[src/rtl/tweezer_seq_pkg.sv]
// Shared state encoding and timing constants for the tweezer lock sequencer.
package tweezer_seq_pkg;

    localparam int unsigned STATE_WIDTH     = 3;
    localparam int unsigned PRERESET_CYCLES = 2;

    typedef enum logic [STATE_WIDTH-1:0] {
        ST_IDLE     = 3'd0,
        ST_LOAD     = 3'd1,
        ST_PRERESET = 3'd2,
        ST_SETTLE   = 3'd3,
        ST_RAMP     = 3'd4,
        ST_LOCKED   = 3'd5,
        ST_FAULT    = 3'd6
    } seq_state_t;

endpackage

[src/rtl/tweezer_setpoint_ramp.sv]
// Setpoint ramp: steps the setpoint toward the target once per interval,
// never overshooting; a zero step jumps straight to the target.
module tweezer_setpoint_ramp #(
    parameter int unsigned DATA_WIDTH = 16,
    parameter int unsigned CNT_WIDTH  = 16
) (
    input  logic                         clk,
    input  logic                         reset,
    input  logic                         load,
    input  logic signed [DATA_WIDTH-1:0] start_value,
    input  logic signed [DATA_WIDTH-1:0] target,
    input  logic        [DATA_WIDTH-1:0] step,
    input  logic        [CNT_WIDTH-1:0]  interval,
    input  logic                         run,
    input  logic                         rearm,
    output logic signed [DATA_WIDTH-1:0] setpoint,
    output logic                         at_target_c
);

    localparam int unsigned EXT_WIDTH = DATA_WIDTH + 1;

    logic        [CNT_WIDTH-1:0]  cnt_q;
    logic        [CNT_WIDTH-1:0]  cnt_d;
    logic signed [DATA_WIDTH-1:0] setpoint_d;
    logic signed [DATA_WIDTH-1:0] step_value_c;
    logic signed [EXT_WIDTH-1:0]  diff_c;
    logic        [EXT_WIDTH-1:0]  dist_c;
    logic                         fits_c;
    logic                         fire_c;

    // Next interval count and next setpoint (saturating step toward target)
    always_comb begin
        diff_c      = EXT_WIDTH'(target) - EXT_WIDTH'(setpoint);
        dist_c      = diff_c[DATA_WIDTH] ? $unsigned(-diff_c) : $unsigned(diff_c);
        fits_c      = (step == '0) || (EXT_WIDTH'(step) >= dist_c);
        at_target_c = (setpoint == target);
        fire_c      = run && !rearm && (cnt_q == interval);

        if (fits_c) begin
            step_value_c = target;
        end else if (diff_c[DATA_WIDTH]) begin
            step_value_c = DATA_WIDTH'($unsigned(setpoint) - step);
        end else begin
            step_value_c = DATA_WIDTH'($unsigned(setpoint) + step);
        end

        if (load || rearm || !run || fire_c) begin
            cnt_d = '0;
        end else begin
            cnt_d = cnt_q + CNT_WIDTH'(1);
        end

        setpoint_d = setpoint;
        if (load) begin
            setpoint_d = start_value;
        end else if (fire_c) begin
            setpoint_d = step_value_c;
        end
    end

    // Interval counter and setpoint registers
    always_ff @(posedge clk or posedge reset) begin
        if (reset) begin
            cnt_q    <= '0;
            setpoint <= '0;
        end else begin
            cnt_q    <= cnt_d;
            setpoint <= setpoint_d;
        end
    end

endmodule

[src/rtl/tweezer_lock_sequencer.sv]
// Tweezer PI engagement sequencer: coefficient load, PI reset pulse, settle,
// setpoint ramp, then lock monitoring with a persistent-excursion fault trip.
module tweezer_lock_sequencer
    import tweezer_seq_pkg::*;
#(
    parameter int unsigned DATA_WIDTH      = 16,
    parameter int unsigned COEFF_WIDTH     = 10,
    parameter int unsigned CNT_WIDTH       = 16,
    parameter int unsigned FAULT_CNT_WIDTH = 8
) (
    input  logic                              clk,
    input  logic                              reset,
    input  logic                              start,
    input  logic                              stop,
    input  logic signed [DATA_WIDTH-1:0]      target_setpoint,
    input  logic        [DATA_WIDTH-1:0]      ramp_step,
    input  logic        [CNT_WIDTH-1:0]       ramp_interval,
    input  logic        [CNT_WIDTH-1:0]       settle_cycles,
    input  logic        [COEFF_WIDTH-1:0]     kp_in,
    input  logic        [COEFF_WIDTH-1:0]     ki_in,
    input  logic signed [DATA_WIDTH-1:0]      ray,
    input  logic                              ray_valid,
    input  logic        [DATA_WIDTH-1:0]      fault_window,
    input  logic        [FAULT_CNT_WIDTH-1:0] fault_limit,
    output logic                              PI_reset,
    output logic                              PI_enable,
    output logic                              PI_freeze,
    output logic signed [DATA_WIDTH-1:0]      PI_setpoint,
    output logic        [COEFF_WIDTH-1:0]     PI_kp,
    output logic        [COEFF_WIDTH-1:0]     PI_ki,
    output logic                              PI_kp_update,
    output logic                              PI_ki_update,
    output logic        [STATE_WIDTH-1:0]     state,
    output logic                              locked,
    output logic                              fault
);

    localparam int unsigned EXT_WIDTH = DATA_WIDTH + 1;

    seq_state_t                  state_q;
    seq_state_t                  state_d;
    logic [CNT_WIDTH-1:0]        cnt_q;
    logic [CNT_WIDTH-1:0]        cnt_d;
    logic [FAULT_CNT_WIDTH-1:0]  fcnt_q;
    logic [FAULT_CNT_WIDTH-1:0]  fcnt_d;
    logic signed [DATA_WIDTH-1:0] last_ray_q;
    logic signed [DATA_WIDTH-1:0] target_q;
    logic [DATA_WIDTH-1:0]       step_q;
    logic [CNT_WIDTH-1:0]        interval_q;

    logic                        accept_c;
    logic                        retarget_c;
    logic                        trip_c;
    logic                        ramp_load_c;
    logic                        ramp_run_c;
    logic                        at_target_c;
    logic signed [EXT_WIDTH-1:0] err_diff_c;
    logic [EXT_WIDTH-1:0]        err_mag_c;

    logic                        pi_reset_d;
    logic                        pi_enable_d;
    logic                        pi_freeze_d;
    logic                        locked_d;
    logic                        fault_d;
    logic                        coeff_load_d;

    assign state = state_q;

    // Next state, counters and next-state-decoded outputs
    always_comb begin
        state_d    = state_q;
        cnt_d      = cnt_q;
        fcnt_d     = fcnt_q;
        accept_c   = 1'b0;
        retarget_c = 1'b0;

        err_diff_c = EXT_WIDTH'(ray) - EXT_WIDTH'(PI_setpoint);
        err_mag_c  = err_diff_c[DATA_WIDTH] ? $unsigned(-err_diff_c) : $unsigned(err_diff_c);

        if (cnt_q != '0) begin
            cnt_d = cnt_q - CNT_WIDTH'(1);
        end

        // Consecutive out-of-window samples, only counted while locked
        if (state_q != ST_LOCKED) begin
            fcnt_d = '0;
        end else if (ray_valid) begin
            if (err_mag_c > EXT_WIDTH'(fault_window)) begin
                fcnt_d = (fcnt_q == '1) ? fcnt_q : fcnt_q + FAULT_CNT_WIDTH'(1);
            end else begin
                fcnt_d = '0;
            end
        end
        trip_c = (state_q == ST_LOCKED) && (fault_limit != '0) && (fcnt_d >= fault_limit);

        if (stop) begin
            state_d = ST_IDLE;
        end else begin
            case (state_q)
                ST_IDLE: begin
                    if (start) begin
                        state_d  = ST_LOAD;
                        accept_c = 1'b1;
                    end
                end
                ST_LOAD:     state_d = ST_PRERESET;
                ST_PRERESET: if (cnt_q == '0) state_d = ST_SETTLE;
                ST_SETTLE:   if (cnt_q == '0) state_d = ST_RAMP;
                ST_RAMP: begin
                    if (start) begin
                        accept_c   = 1'b1;
                        retarget_c = 1'b1;
                    end else if (at_target_c) begin
                        state_d = ST_LOCKED;
                    end
                end
                ST_LOCKED: begin
                    if (start) begin
                        state_d    = ST_RAMP;
                        accept_c   = 1'b1;
                        retarget_c = 1'b1;
                    end else if (trip_c) begin
                        state_d = ST_FAULT;
                    end
                end
                ST_FAULT:    state_d = ST_FAULT;
                default:     state_d = ST_IDLE;
            endcase
        end

        // Timed states load their counter on entry
        if ((state_d == ST_PRERESET) && (state_q != ST_PRERESET)) begin
            cnt_d = CNT_WIDTH'(PRERESET_CYCLES - 1);
        end else if ((state_d == ST_SETTLE) && (state_q != ST_SETTLE)) begin
            cnt_d = settle_cycles;
        end

        if (retarget_c) begin
            fcnt_d = '0;
        end

        ramp_load_c = (state_q == ST_IDLE) && (state_d == ST_LOAD);
        ramp_run_c  = (state_q == ST_RAMP) && !stop;

        pi_reset_d   = (state_d == ST_IDLE) || (state_d == ST_PRERESET) || (state_d == ST_FAULT);
        pi_enable_d  = (state_d == ST_SETTLE) || (state_d == ST_RAMP) || (state_d == ST_LOCKED);
        pi_freeze_d  = (state_d == ST_FAULT);
        fault_d      = (state_d == ST_FAULT);
        locked_d     = (state_d == ST_LOCKED);
        coeff_load_d = (state_d == ST_LOAD);
    end

    // State, bookkeeping and registered outputs
    always_ff @(posedge clk or posedge reset) begin
        if (reset) begin
            state_q      <= ST_IDLE;
            cnt_q        <= '0;
            fcnt_q       <= '0;
            last_ray_q   <= '0;
            target_q     <= '0;
            step_q       <= '0;
            interval_q   <= '0;
            PI_reset     <= 1'b1;
            PI_enable    <= 1'b0;
            PI_freeze    <= 1'b0;
            PI_kp        <= '0;
            PI_ki        <= '0;
            PI_kp_update <= 1'b0;
            PI_ki_update <= 1'b0;
            locked       <= 1'b0;
            fault        <= 1'b0;
        end else begin
            state_q      <= state_d;
            cnt_q        <= cnt_d;
            fcnt_q       <= fcnt_d;
            if (ray_valid) begin
                last_ray_q <= ray;
            end
            if (accept_c) begin
                target_q   <= target_setpoint;
                step_q     <= ramp_step;
                interval_q <= ramp_interval;
            end
            if (coeff_load_d) begin
                PI_kp <= kp_in;
                PI_ki <= ki_in;
            end
            PI_reset     <= pi_reset_d;
            PI_enable    <= pi_enable_d;
            PI_freeze    <= pi_freeze_d;
            PI_kp_update <= coeff_load_d;
            PI_ki_update <= coeff_load_d;
            locked       <= locked_d;
            fault        <= fault_d;
        end
    end

    // Setpoint ramp generator
    tweezer_setpoint_ramp #(
        .DATA_WIDTH (DATA_WIDTH),
        .CNT_WIDTH  (CNT_WIDTH)
    ) u_ramp (
        .clk         (clk),
        .reset       (reset),
        .load        (ramp_load_c),
        .start_value (last_ray_q),
        .target      (target_q),
        .step        (step_q),
        .interval    (interval_q),
        .run         (ramp_run_c),
        .rearm       (retarget_c),
        .setpoint    (PI_setpoint),
        .at_target_c (at_target_c)
    );

endmodule

[config.mk]
export PLATFORM = sky130hd
export DESIGN_NAME = tweezer_lock_sequencer
export DESIGN_NICKNAME = d
export VERILOG_FILES = /design/src/rtl/tweezer_seq_pkg.sv /design/src/rtl/tweezer_setpoint_ramp.sv /design/src/rtl/tweezer_lock_sequencer.sv
export SDC_FILE = /design/constraint.sdc
export NUM_CORES = 1
export LEC_CHECK = 0
export ABC_AREA = 1
export BUFFER_PORTS_ARGS = -buffer_cell sky130_fd_sc_hd__buf_2
export CAP_MARGIN = 20
export CORE_ASPECT_RATIO = 0.5
export CORE_MARGIN = 5
export CORE_UTILIZATION = 59
export DETAILED_ROUTE_END_ITERATION = 8
export HOLD_SLACK_MARGIN = 0.15
export MAX_ROUTING_LAYER = met4
export PLACE_DENSITY = 0.91
export SLEW_MARGIN = 15
export SYNTH_ARGS = -nofsm -noshare
export SYNTH_HDL_FRONTEND = slang
export SYNTH_SLANG_ARGS = --single-unit
[constraint.sdc]
create_clock -name clk -period 9.5 [get_ports clk]
set_input_delay 0.95 -clock clk [delete_from_list [all_inputs] [get_ports clk]]
set_output_delay 0.95 -clock clk [all_outputs]
set_load 0.05 [all_outputs]
Word level (Yosys, flattened, before mapping)
Index checks and enable logic that the tools add are counted.

$add $sub $neg: 9. Magnitude comparators: 3. Equality and inequality tests: 18. Mux-type cells: 29. Reductions and logical operators: 29.

Operators with widths (number): $mux 16 (8); $mux 8 (5); $mux 17 (2); $neg 17->17 (2); $sub 16x16->17 (2); $eq 16x16->1 (2); $logic_not 16->1 (2); $mux 3 (8); $pmux 3 s7 (1); $eq 3x3->1 const B (6); $ge 16x17->1 (1); $gt 17x16->1 (1); $add 16x1->16 const B (1); $add 16x16->16 (1); $reduce_bool 16->1 (1); $sub 16x1->16 const B (1); $sub 16x16->16 (1); $eq 3x2->1 const B (4); $add 8x1->8 const B (1); $eq 8x8->1 const B (1); $ge 8x8->1 (1); $logic_and 1x1->1 (8); $logic_or 1x1->1 (8); $reduce_bool 8->1 (1); 10 further kinds (19).

Flip-flop bits (word level): 148. Input port bits: 129. Output and inout port bits: 46. Logic and storage cells: 104.

Depth between registers and ports, before layout
Gate-level depths: netlist of the first run.

Word-level depth: 19. Depth in mapped cells: 49. Gate-level depth less buffers: 48.

Modules after synthesis
Synthesis of the first run repeated with hierarchy kept, for this count alone.

Cells, all modules: 1787. Area total of the unflattened synthesis: 12505.7 um^2.

By module, submodules not included: tweezer_lock_sequencer (instances 1, cells an instance 943, area each 7465.9 um^2, sequential area each 2904.0 um^2); tweezer_setpoint_ramp (instances 1, cells an instance 844, area each 5039.8 um^2, sequential area each 800.8 um^2).

Worst setup path after synthesis of the first run
No wires, ideal clock.

Kind: input-to-reg. From: in ray[0]. To: reg cnt_q[10]. Setup time: 0.126 ns. Arrival: 5.700 ns. Required time: 9.374 ns. Slack: 3.674 ns. Cell stages on the path: 46. Path buffers: 2. Cells stage by stage: inv_1 -> ha_1 -> fa_1 -> inv_1 -> nand3_1 -> nand3_1 -> nand2_1 -> nand2_1 -> nand2_1 -> nand2_1 -> nand3_1 -> nand3_1 -> nand2_1 -> inv_1 -> buf_2 -> nand2_1 -> xnor2_1 -> inv_1 -> [... 10 more ...] -> nand2_1 -> nand2_1 -> nand3_2 -> nand2_1 -> inv_1 -> ha_1 -> nand2_1 -> nor2_1 -> nand4_1 -> nand3_1 -> nand2_1 -> a21oi_1 -> inv_1 -> nand4_2 -> nand2_1 -> nand2_1 -> buf_2 -> a21oi_1.

Word-level cells in the longest chain between the ends: 17. Elaborated cells on any way between the ends: 20. Classes of those cells: add/sub (2); order compare (2); eq/ne (2); mux (10); reduce/logical (4).

Ends and longest elaborated chain: from (decl) (line tweezer_lock_sequencer.sv:21) `input logic signed [DATA_WIDTH-1:0] ray,`; $sub 16x16->17 * (line tweezer_lock_sequencer.sv:77) `err_diff_c = EXT_WIDTH'(ray) - EXT_WIDTH'(PI_setpoint);`; $neg 17->17 (line tweezer_lock_sequencer.sv:78) `err_mag_c = err_diff_c[DATA_WIDTH] ? $unsigned(-err_diff_c) : $unsigned(err_diff_c);`; $mux 17 * (line tweezer_lock_sequencer.sv:78); $gt 17x16->1 * (line tweezer_lock_sequencer.sv:88) `if (err_mag_c > EXT_WIDTH'(fault_window)) begin`; $mux 8 * (line tweezer_lock_sequencer.sv:88); $mux 8 * (line tweezer_lock_sequencer.sv:87) `end else if (ray_valid) begin`; $mux 8 * (line tweezer_lock_sequencer.sv:85) `if (state_q != ST_LOCKED) begin`; $ge 8x8->1 * (line tweezer_lock_sequencer.sv:94) `trip_c = (state_q == ST_LOCKED) && (fault_limit != '0) && (fcnt_d >= fault_limit);`; $logic_and 1x1->1 * (line tweezer_lock_sequencer.sv:94); $mux 3 * (line tweezer_lock_sequencer.sv:122) `end else if (trip_c) begin`; $mux 3 * (line tweezer_lock_sequencer.sv:118) `if (start) begin`; $pmux 3 s7 * (line tweezer_lock_sequencer.sv:99) `case (state_q)`; $mux 3 * (line tweezer_lock_sequencer.sv:96) `if (stop) begin`; $eq 3x2->1 (line tweezer_lock_sequencer.sv:134) `end else if ((state_d == ST_SETTLE) && (state_q != ST_SETTLE)) begin`; $logic_and 1x1->1 (line tweezer_lock_sequencer.sv:134); $mux 16 (line tweezer_lock_sequencer.sv:134); $mux 16 (line tweezer_lock_sequencer.sv:132) `if ((state_d == ST_PRERESET) && (state_q != ST_PRERESET)) begin`; to (signal assigned) (line tweezer_lock_sequencer.sv:174) `cnt_q <= cnt_d;`; to (decl) (line tweezer_lock_sequencer.sv:42) `logic [CNT_WIDTH-1:0] cnt_q;`.

Mark *: on every way between the ends. The rest lies on a longest branch, timed or not. A chain may end at the register's enable or synchronous reset.

Worst setup path in the final report of the first run
From: in ray[0]. To: reg cnt_q[0].

Same word-level chain as after synthesis.

==> flow_summary.toml, run 1 <==
[routing]
wl_um = 32500
dr_wl_met3_um = 2330
drt-met1-wl_um = 14400
ant_nets = 0
wl_per_cell_um = 15.3
firstDrtPassIters = 7
dr_total_vias = 11504
drcViolationCount = 0
drt_iter0_drc = 923
top_layer = "met4"
met2WireLength_um = 14700
vias_per_cell = 5.43

[synth]
avgSynthCellArea_um2 = 6.95
synth_top_area_share = 0.316
synth_cell_type_count = 44
synth_edf_count = 0
ys_top_cells_by_area = "dfrtp_1 32%, nand2_1 15%, ha_1 10%"
synth-seq-cells = 148
synthesis.nets = 1901
synthCells = 1676
yosysSeqAreaShare = 0.318
syn_area_um2 = 11700
synth-main-ff-cell = "dfrtp_1"
synth_common_cells = "462 x nand2_1, 259 x inv_1, 161 x nor2_1, 147 x dfrtp_1, 120 x nand3_1"
synth.most_common_cell = "nand2_1"
async_flop_share = 1.00
yosys_warnings = 0
yosysTopAreaCell = "dfrtp_1"

[timing]
rsz0062_at_grt = "false"
drv_slew = 0
setup-violations-final = 0
relSlewSlack = 0.359
fin_worst_skew_ps = 12.3
worst_slew_pin_slew_ps = 962
min_period_over_period = 0.708
tns_ps = 0
min_period_ps = 6720
final_hold_viol_count = 0
fmax_mhz = 149

[global_route]
grt_max_degree = 76
grt_pass1_vias = 10711
overflow = 0
grt_pass1_wl_um = 52100
antenna_found_initial = 1
track_usage = 0.290

[critical_path]
cp_num_buf_inv = 7
required_ps = 9860
rr_startpoint = "u_ramp.setpoint[0]"
crit_slowest_cell = "fa_1"
startpoint = "ray[0]"
cp_top_family = "simple AND/OR/NAND/NOR gates"
endpoint_kind = "flop"
crit_top_cell = "nand2_1"
worstPathMaxFanout = 19
slowest_delay_ps = 420
start_kind = "primary input"
critPathKind = "in2reg"
arrival_ps = 7090

[power_and_ir_drop]
power.leakage_nw = 7.47
clkPwrFrac = 0.135
intPower_mw = 2.34
p_comb_frac = 0.685
switchingPower_mw = 2.70
seqPwrFrac = 0.180
finalPower_mw = 5.04
p_per_area_nw_per_um2 = 377
p_sw_frac = 0.536
ir_drop_uv = 230

[floorplan]
start_util = 0.600
coreArea_um2 = 19400
rows = 36
io_pins = 175
die_y_um = 109
fp.dieArea_um2 = 22800
die_w_um = 209

[clock_network]
ctsLongestPathBuffers = 2
holdBufCountCts = 0
cts_setup_buffers = 0
tritoncts.num_buffers = 17
cts_tree = "done"
clkTransAtPathRegs_ps = 70
cts_root_buf = "clkbuf_16"
post_cts_resized = 0
cts_sinks = 148
clkLatencyLatePin_ps = 430
htree_levels = 4

[final_layout]
area_growth_pct = 14.6
nNetsFinal = 2065
final_layout_size_suffix_gt1_frac = 0.141

[min_path]
min_path_type = "reg2reg"
hp-start = "PI_kp[2]"

[flow_run]
drv_cap = 0

[status]
status = "complete, no violations"

[placement]
place_congestion = 1.02
dp_hpwl_um = 25400
port_buffers = 174
## final timing paths
path / endpoint / cells after the start / slack (ps)
setup / recovery: cnt_q[0] / 46 / 2780
hold / removal: PI_kp[2] / 2 / 460
setup reg to reg: cnt_q[0] / 44 / 2870
hold reg to reg: PI_kp[2] / 2 / 460
max in group asynchronous: target_q[6] / 3 / 7470
min in group asynchronous: u_ramp.cnt_q[5] / 2 / 620
## cell usage in the layout, fill, tap and decap left out, types with 4 or more instances in the layout
cell and instances:
o21bai_1 4, a21oi_1 110, inv_1 258, o21a_1 4, buf_4 4, a21o_1 4
nor3_1 27, inv_8 8, nand3b_1 11, nand3_1 120, nand4_1 25, ha_1 93
nor2_1 159, mux2_2 25, dfrtp_1 147, inv_2 4, nor3b_1 7, nand2_2 5
buf_2 174, o211ai_1 4, xnor2_1 22, xor2_1 61, nor2_2 5, nand2_1 462
o21ai_0 49, clkbuf_16 17, nor4_1 10
## area by class of cell
type | instances | area [µm²]
Sequential cell | 148 | 3700
Clock inverter | 15 | 174
Inverter | 265 | 1000
Antenna cell | 1 | 2.50
Tap cell | 266 | 333
Clock buffer | 17 | 425
Fill cell | 1617 | 6060
Timing Repair Buffer | 178 | 901
Multi-Input combinational cell | 1230 | 6810
## per-stage QoR
step / utilization / hold WS, ps / cell area (µm²) / instances / setup slack (ps)
6_report: 0.688 / 465 / 13400 / 2120 / 2780
5_1_grt: 0.688 / 507 / 13400 / 2120 / 2220
4_1_cts: 0.688 / 471 / 13300 / 2119 / 2880
3_5_place_dp: 0.657 / 454 / 12700 / 2087 / 2470
3_3_place_gp: 0.657 / 449 / 12700 / 2087 / 2680
2_1_floorplan: - / 442 / 11700 / 1676 / 3670
## sequential cells by signal, indices dropped and copies added (netlist names), 3 cells and up
register         cells
PI_ki               10
PI_kp               10
cnt_q               16
fcnt_q               8
interval_q          16
last_ray_q          16
state                3
step_q              16
target_q            16
u_ramp.cnt_q        16
u_ramp.setpoint     16
## tightest hold or removal path, stage by stage, from the launching register on
cell,delay [ps]
dfrtp_1,340
nand2_1,50
nand2_1,50
## power by group through the flow
stage,logic [mW],clock network (mW),registers [mW]
after floorplan,2.53,0,1.01
final,3.45,0.679,0.906
after global routing,3.89,0.719,0.919
after detailed placement,3.37,0,0.910
after CTS,3.42,0.685,0.900
after global placement,3.30,0,0.906
## routing by layer
layer	up-vias	global-route usage
met5	-	-
met4	0	0.110
met3	84	0.0610
met2	396	0.450
met1	5342	0.380
li1	5682	-
## kinds of logic (layout without fill, tap and decap cells)
family          Yosys count  in the layout  share of synthesized area
mux                      25             25                     0.0242
simple gates            842            842                      0.308
buf+inv                 298            475                     0.0986
xor+xnor                 83             83                     0.0624
fa+ha+maj                96             96                      0.105
compound gates          184            184                     0.0842
other cells               0              1                          0
flops                   148            148                      0.318
(Power assumes the default switching activity.)
==> run 2: changes to the inputs <==
ABC_AREA = 0   (was 1)
CORE_UTILIZATION = 58   (was 59)
PLACE_DENSITY = 0.9   (was 0.91)
clock period = 6.35 ns   (was 9.5 ns; I/O delays follow)
==> run 2 against run 1 <==
Net effect:
- core utilization up 8.1 points
- sequential share of layout area down 1.8 points
- non-clock buffer count up 118
- worst hold slack worse by 160 ps
- cell area up 7.2%
- register-to-register slack worse by 3400 ps
- critical path type is now reg2reg
- die area down 2.7%
- clock skew down 2.3 ps
- wire length up 3.2%
- largest power group unchanged
- sequential power up 49%
- critical endpoint is now u_ramp.setpoint[0]
- largest cell class unchanged
- area after synthesis down 4.6%
- the run now ends with setup timing left
==> flow_summary.toml, run 2 <==
[routing]
drt_iter0_drc = 815
wl_per_cell_um = 19.6
wl_um = 33500
dr_total_vias = 10309
drcViolationCount = 0
vias_per_cell = 6.04
firstDrtPassIters = 5
ant_nets = 0

[floorplan]
rows = 35
die_w_um = 206
start_util = 0.597
coreArea_um2 = 18600
io_pins = 175
fp.dieArea_um2 = 22200
die_y_um = 108

[synth]
synthAdderAreaFrac = 0.110
synth_top_area_share = 0.331
synth_cell_type_count = 93
yosys_warnings = 0
syn_area_um2 = 11100
synthXorXnorAreaFrac = 0.0993
yosysTopAreaCell = "dfrtp_1"
synth_edf_count = 0
synth-seq-cells = 148
avgSynthCellArea_um2 = 9.60
synthCells = 1158
async_flop_share = 1.00
synth-simple-area-share = 0.177
yosysSeqAreaShare = 0.333
synth_compound_area_frac = 0.152
synthesis.nets = 1383
synth.most_common_cell = "dfrtp_1"
yosys-mux-area-fraction = 0.0881
synth_top_family_by_area = "simple AND/OR/NAND/NOR gates"
synth_common_cells = "147 x dfrtp_1, 93 x ha_1, 93 x nor2_1, 79 x mux2_2, 71 x nand2_1"
ys_top_cells_by_area = "dfrtp_1 33%, ha_1 10%, mux2_2 8.0%"
synth-main-ff-cell = "dfrtp_1"

[global_route]
track_usage = 0.302
grt_pass1_vias = 10612
overflow = 0
grt_pass1_wl_um = 52400
antenna_found_initial = 1
grt_max_degree = 76

[critical_path]
required_ps = 6670
arrival_ps = 7220
slowest_delay_ps = 430
endpoint_kind = "flop"
ff2ff_setup_slack_ps = -550
crit_slowest_cell = "dfrtp_2"
crit_top_cell = "or3_4"
reg2regPathDepth = 33
critPathKind = "reg2reg"
rr_startpoint = "u_ramp.setpoint[0]"
worstPathMaxFanout = 7
r2r_end = "u_ramp.setpoint[0]"
start_kind = "flop"

[flow_run]
drv_cap = 0

[final_layout]
final_layout_size_suffix_gt1_frac = 0.365
final_common_cell = "buf_2"
utilization = 0.769
final_cell_mix = "174 x buf_2, 144 x dfrtp_1, 107 x buf_4"
area_growth_pct = 28.7
nNetsFinal = 1658

[clock_network]
cts_sinks = 148
htree_levels = 4
cts_root_buf = "clkbuf_16"
clkTransAtPathRegs_ps = 70
tritoncts.num_buffers = 17
ctsLongestPathBuffers = 2
clkLatencyLatePin_ps = 440
holdBufCountCts = 0
cts_tree = "done"

[timing]
fmax_mhz = 145
fin_ws_ps = -551
relSlewSlack = 0.341
fin_worst_skew_ps = 9.97
worst_slew_pin_slew_ps = 986
final_hold_viol_count = 0
drv_slew = 0
min_period_ps = 6900
min_period_over_period = 1.09
rsz0062_at_grt = "true"
setup-violations-final = 58

[power_and_ir_drop]
power.leakage_nw = 6.56
ir_drop_uv = 277
finalPower_mw = 7.44
p_per_area_nw_per_um2 = 520

[status]
status = "finished, violations left"
violations = "setup timing"

[placement]
place_congestion = 0.941
dp_hpwl_um = 24400
pre_cts_ws_ps = -1080
port_buffers = 174

[min_path]
min_path_type = "in2async"
run 2: cell count changes in the layout (fill, tap and decap cells not counted), sizes merged, moves of 16 or more:
cell / previous run / this run
nor2b: 0 / 22
nand3: 122 / 28
nand2: 469 / 71
buf: 178 / 295
a21oi: 110 / 46
xnor2: 22 / 60
inv: 273 / 74
nand4: 27 / 11
nor2: 165 / 97
mux2: 25 / 79
run 2: cell type report:
type | instances | area [µm²]
multi-input combinational | 903 | 7440
sequential | 148 | 3710
fill | 1173 | 4300
clock buffer | 17 | 425
timing repair buffer | 296 | 1910
antenna | 1 | 2.50
tap | 259 | 324
inverter | 67 | 269
clock inverter | 15 | 239
run 2: timing repair:
item / in CTS / in global routing
setup endpoints to repair: 59 / 59
setup buffers: 16 / 15
cloned: 1 / 1
endpoints found under the hold margin: 0 / 0
gates resized for setup: 56 / 34
pin swaps: 39 / 44
run 2: routing by layer:
layer | share of wire | GRT usage | vias up
li1 | - | - | 4731
met1 | 0.41 | 0.365 | 5100
met2 | 0.50 | 0.515 | 382
met3 | 0.060 | 0.0527 | 96
met4 | 0.028 | 0.108 | 0
met5 | 0 | - | -
run 2: cells by family (layout without fill, tap and decap cells):
family / after synthesis / in the layout
and+or+nand+nor: 355 / 356
other: 0 / 1
AOI/OAI and AO/OA: 237 / 237
xor gates and xnor gates: 126 / 126
adders and majority gates: 96 / 96
DFF: 148 / 148
buffers and inverters: 108 / 395
muxes: 88 / 88
run 2: critical path, delay by kind of cell, from the launching register on:
family / cells / cell delay (ps)
flops: 1 / 430
buf+inv: 3 / 450
xor+xnor: 1 / 100
fa+ha+maj: 4 / 1030
simple gates: 13 / 2600
compound gates: 12 / 2120
run 2: where the power goes:
part	internal, mW	total (mW)	leakage (nW)	switching [mW]
registers	1.15	1.35	1.83	0.204
logic	2.15	4.95	4.40	2.80
clock network	0.679	1.15	0.324	0.469
run 2: metrics by stage:
| stage | TNS, ps | hold slack, ps | cells | instance area, µm² |
|---|---|---|---|---|
| finish | -26590 | 304 | 1706 | 14300 |
| global route | -44390 | 367 | 1706 | 14300 |
| CTS | -20540 | 317 | 1691 | 14000 |
| detailed placement | -57190 | 476 | 1642 | 13000 |
| global placement | -36810 | 456 | 1642 | 13000 |
| floorplan | -14250 | 444 | 1158 | 11300 |
run 2: worst max-delay path by stage:
stage / startpoint / end / slack [ps] / cells past startpoint
global placement: ray[0] / PI_enable / -850 / 34
detailed placement: ray[0] / PI_enable / -1080 / 40
floorplan: ray[0] / u_ramp.setpoint[0] / -370 / 34
CTS: u_ramp.setpoint[0] / u_ramp.setpoint[7] / -460 / 38
global route: u_ramp.setpoint[1] / u_ramp.setpoint[0] / -850 / 32
finish: u_ramp.setpoint[0] / u_ramp.setpoint[0] / -550 / 33
==> run 3: changes to the inputs <==
CORE_UTILIZATION = 59   (was 58)
PLACE_DENSITY = default   (was 0.9)
PLACE_DENSITY_LB_ADDON = 0.15   (was default)
SYNTH_HIERARCHICAL = 1   (was default)
==> run 3 against run 2 <==
Net effect:
- the run still ends with setup timing left
- highest routed layer unchanged
- critical endpoint is now PI_kp[9]
- largest cell class unchanged
- critical path type unchanged
- critical path depth decreased by 4
- wire length decreased by 1.3%
- global-route usage increased by 0.064 points
- clock skew increased by 3.2 ps
- flip-flop and latch count unchanged
==> flow_summary.toml, run 3 <==
[final_layout]
area_growth_pct = 27.0
final_cell_mix = "174 x buf_2, 143 x dfrtp_1, 112 x buf_4"
fin_cells = 1758
final_common_cell = "buf_2"
final_layout_size_suffix_gt1_frac = 0.345
nNetsFinal = 1709

[clock_network]
tritoncts.num_buffers = 17
htree_levels = 4
clkLatencyLatePin_ps = 430
clkTransAtPathRegs_ps = 70
cts_tree = "done"
cts_sinks = 148
holdBufCountCts = 0
ctsLongestPathBuffers = 2
cts_root_buf = "clkbuf_16"

[global_route]
grt_max_degree = 60
grt_pass1_vias = 10380
overflow = 0
grt_pass1_wl_um = 52000
antenna_found_initial = 2
track_usage = 0.303

[synth]
synth-seq-cells = 148
ys_top_cells_by_area = "dfrtp_1 32%, ha_1 10%, mux2_2 6.6%"
synth_top_area_share = 0.325
synthesis.nets = 1433
yosysTopAreaCell = "dfrtp_1"
synth_edf_count = 0
synth.most_common_cell = "dfrtp_1"
synth_common_cells = "147 x dfrtp_1, 101 x nor2_1, 93 x ha_1, 85 x inv_1, 77 x a21oi_1"
synthCells = 1208
syn_area_um2 = 11300
async_flop_share = 1.00
yosysSeqAreaShare = 0.327
avgSynthCellArea_um2 = 9.38
synth-main-ff-cell = "dfrtp_1"
yosys_warnings = 6
synth_cell_type_count = 81

[critical_path]
rr_startpoint = "u_ramp/setpoint[2]"
r2r_end = "PI_kp[9]"
critPathKind = "reg2reg"
crit_slowest_cell = "or4b_4"
ff2ff_setup_slack_ps = -170
worstPathMaxFanout = 21
start_kind = "flop"
slowest_delay_ps = 560
endpoint_kind = "flop"
arrival_ps = 6830
required_ps = 6660
reg2regPathDepth = 29

[routing]
drt_iter0_drc = 824
drcViolationCount = 0
vias_per_cell = 5.88
firstDrtPassIters = 5
wl_per_cell_um = 18.8
dr_total_vias = 10345
wl_um = 33100
ant_nets = 0

[power_and_ir_drop]
ir_drop_uv = 361
power.leakage_nw = 6.99
p_per_area_nw_per_um2 = 643
finalPower_mw = 9.25

[floorplan]
fp.dieArea_um2 = 22300
coreArea_um2 = 18700
io_pins = 175
die_w_um = 206
start_util = 0.608
rows = 35
die_y_um = 108

[flow_run]
drv_cap = 0

[status]
status = "finished, violations left"
violations = "setup timing"

[timing]
drv_slew = 0
rsz0062_at_grt = "true"
min_period_ps = 6520
final_hold_viol_count = 0
worst_slew_pin_slew_ps = 901
timing.hold.ws_ps = 332
fmax_mhz = 153
min_period_over_period = 1.03
relSlewSlack = 0.398
setup-violations-final = 52
fin_ws_ps = -171
fin_worst_skew_ps = 13.2

[placement]
pre_cts_ws_ps = -808
dp_hpwl_um = 24700
dp.cells = 1703
port_buffers = 174
place_congestion = 0.964

[min_path]
min_path_type = "in2async"
## run 3: changes by cell type after synthesis, sizes merged, moves of 7 or more
cell | previous run | this run
xnor2 | 60 | 71
xor2 | 66 | 54
nand2 | 71 | 46
o31ai | 15 | 7
nor2b | 22 | 14
a21oi | 46 | 79
nand4 | 11 | 20
a21o | 9 | 22
a221o | 9 | 2
inv | 67 | 85
and3 | 8 | 28
mux2 | 79 | 86
mux2i | 9 | 19
## run 3: metal layers
layer / vias up / global-route usage / part of all wire
met5: - / - / 0
met4: 0 / 0.0769 / 0.019
met3: 56 / 0.0572 / 0.069
met2: 371 / 0.493 / 0.47
met1: 5015 / 0.394 / 0.44
li1: 4903 / - / -
## run 3: worst max-delay path by stage
stage,from,to,cells after the start
global route,u_ramp/setpoint[0],u_ramp/setpoint[12],32
CTS,u_ramp/setpoint[0],u_ramp/setpoint[6],33
floorplan,ray[0],u_ramp/setpoint[1],37
global placement,ray[0],PI_ki[9],31
detailed placement,ray[0],u_ramp/setpoint[3],33
finish,u_ramp/setpoint[2],PI_kp[9],29
## run 3: where the power goes
group	leakage [nW]	internal, mW	switching (mW)	total (mW)
combinational	4.89	3.03	3.79	6.81
clock	0.284	0.558	0.466	1.02
sequential	1.82	1.19	0.232	1.42
## run 3: layout make-up
cell class	count	area [µm²]
Antenna cell	2	5.00
Clock buffer	17	425
Clock inverter	15	156
Fill cell	1331	4260
Inverter	85	342
Multi-Input combinational cell	936	7560
Sequential cell	148	3710
Tap cell	259	324
Timing Repair Buffer	296	1870
## run 3: stage by stage
stage,utilization,instance area [µm²],setup TNS [ps]
floorplan,-,11500,-5360
global placement,0.712,13300,-32590
detailed placement,0.712,13300,-42220
CTS,0.768,14300,-3040
global route,0.771,14400,-21220
finish,0.771,14400,-6300
## run 3: what timing repair did
action,CTS,global route
gates cloned,2,2
endpoints found under the setup margin,53,73
resized for setup,52,17
pin swaps,35,13
setup buffers,18,3
hold endpoints to repair,0,0
## run 3: cells by family after synthesis
kind of cell / after synthesis / synth area share
AO/OA/AOI/OAI: 257 / 0.150
XOR/XNOR: 125 / 0.0966
adder cells (fa/ha/maj): 96 / 0.108
buffers and inverters: 126 / 0.0461
flip-flops: 148 / 0.327
multiplexers: 105 / 0.108
AND/OR/NAND/NOR: 351 / 0.164
## run 3: critical path, delay by kind of cell, from the launching register on
family                     cells  cell delay [ps]
and+or+nand+nor                8             1740
muxes                          1              340
DFF                            1              370
buffers and inverters          3              410
xor gates and xnor gates       2              290
adders and majority gates      3              780
AOI/OAI and AO/OA             12             2480
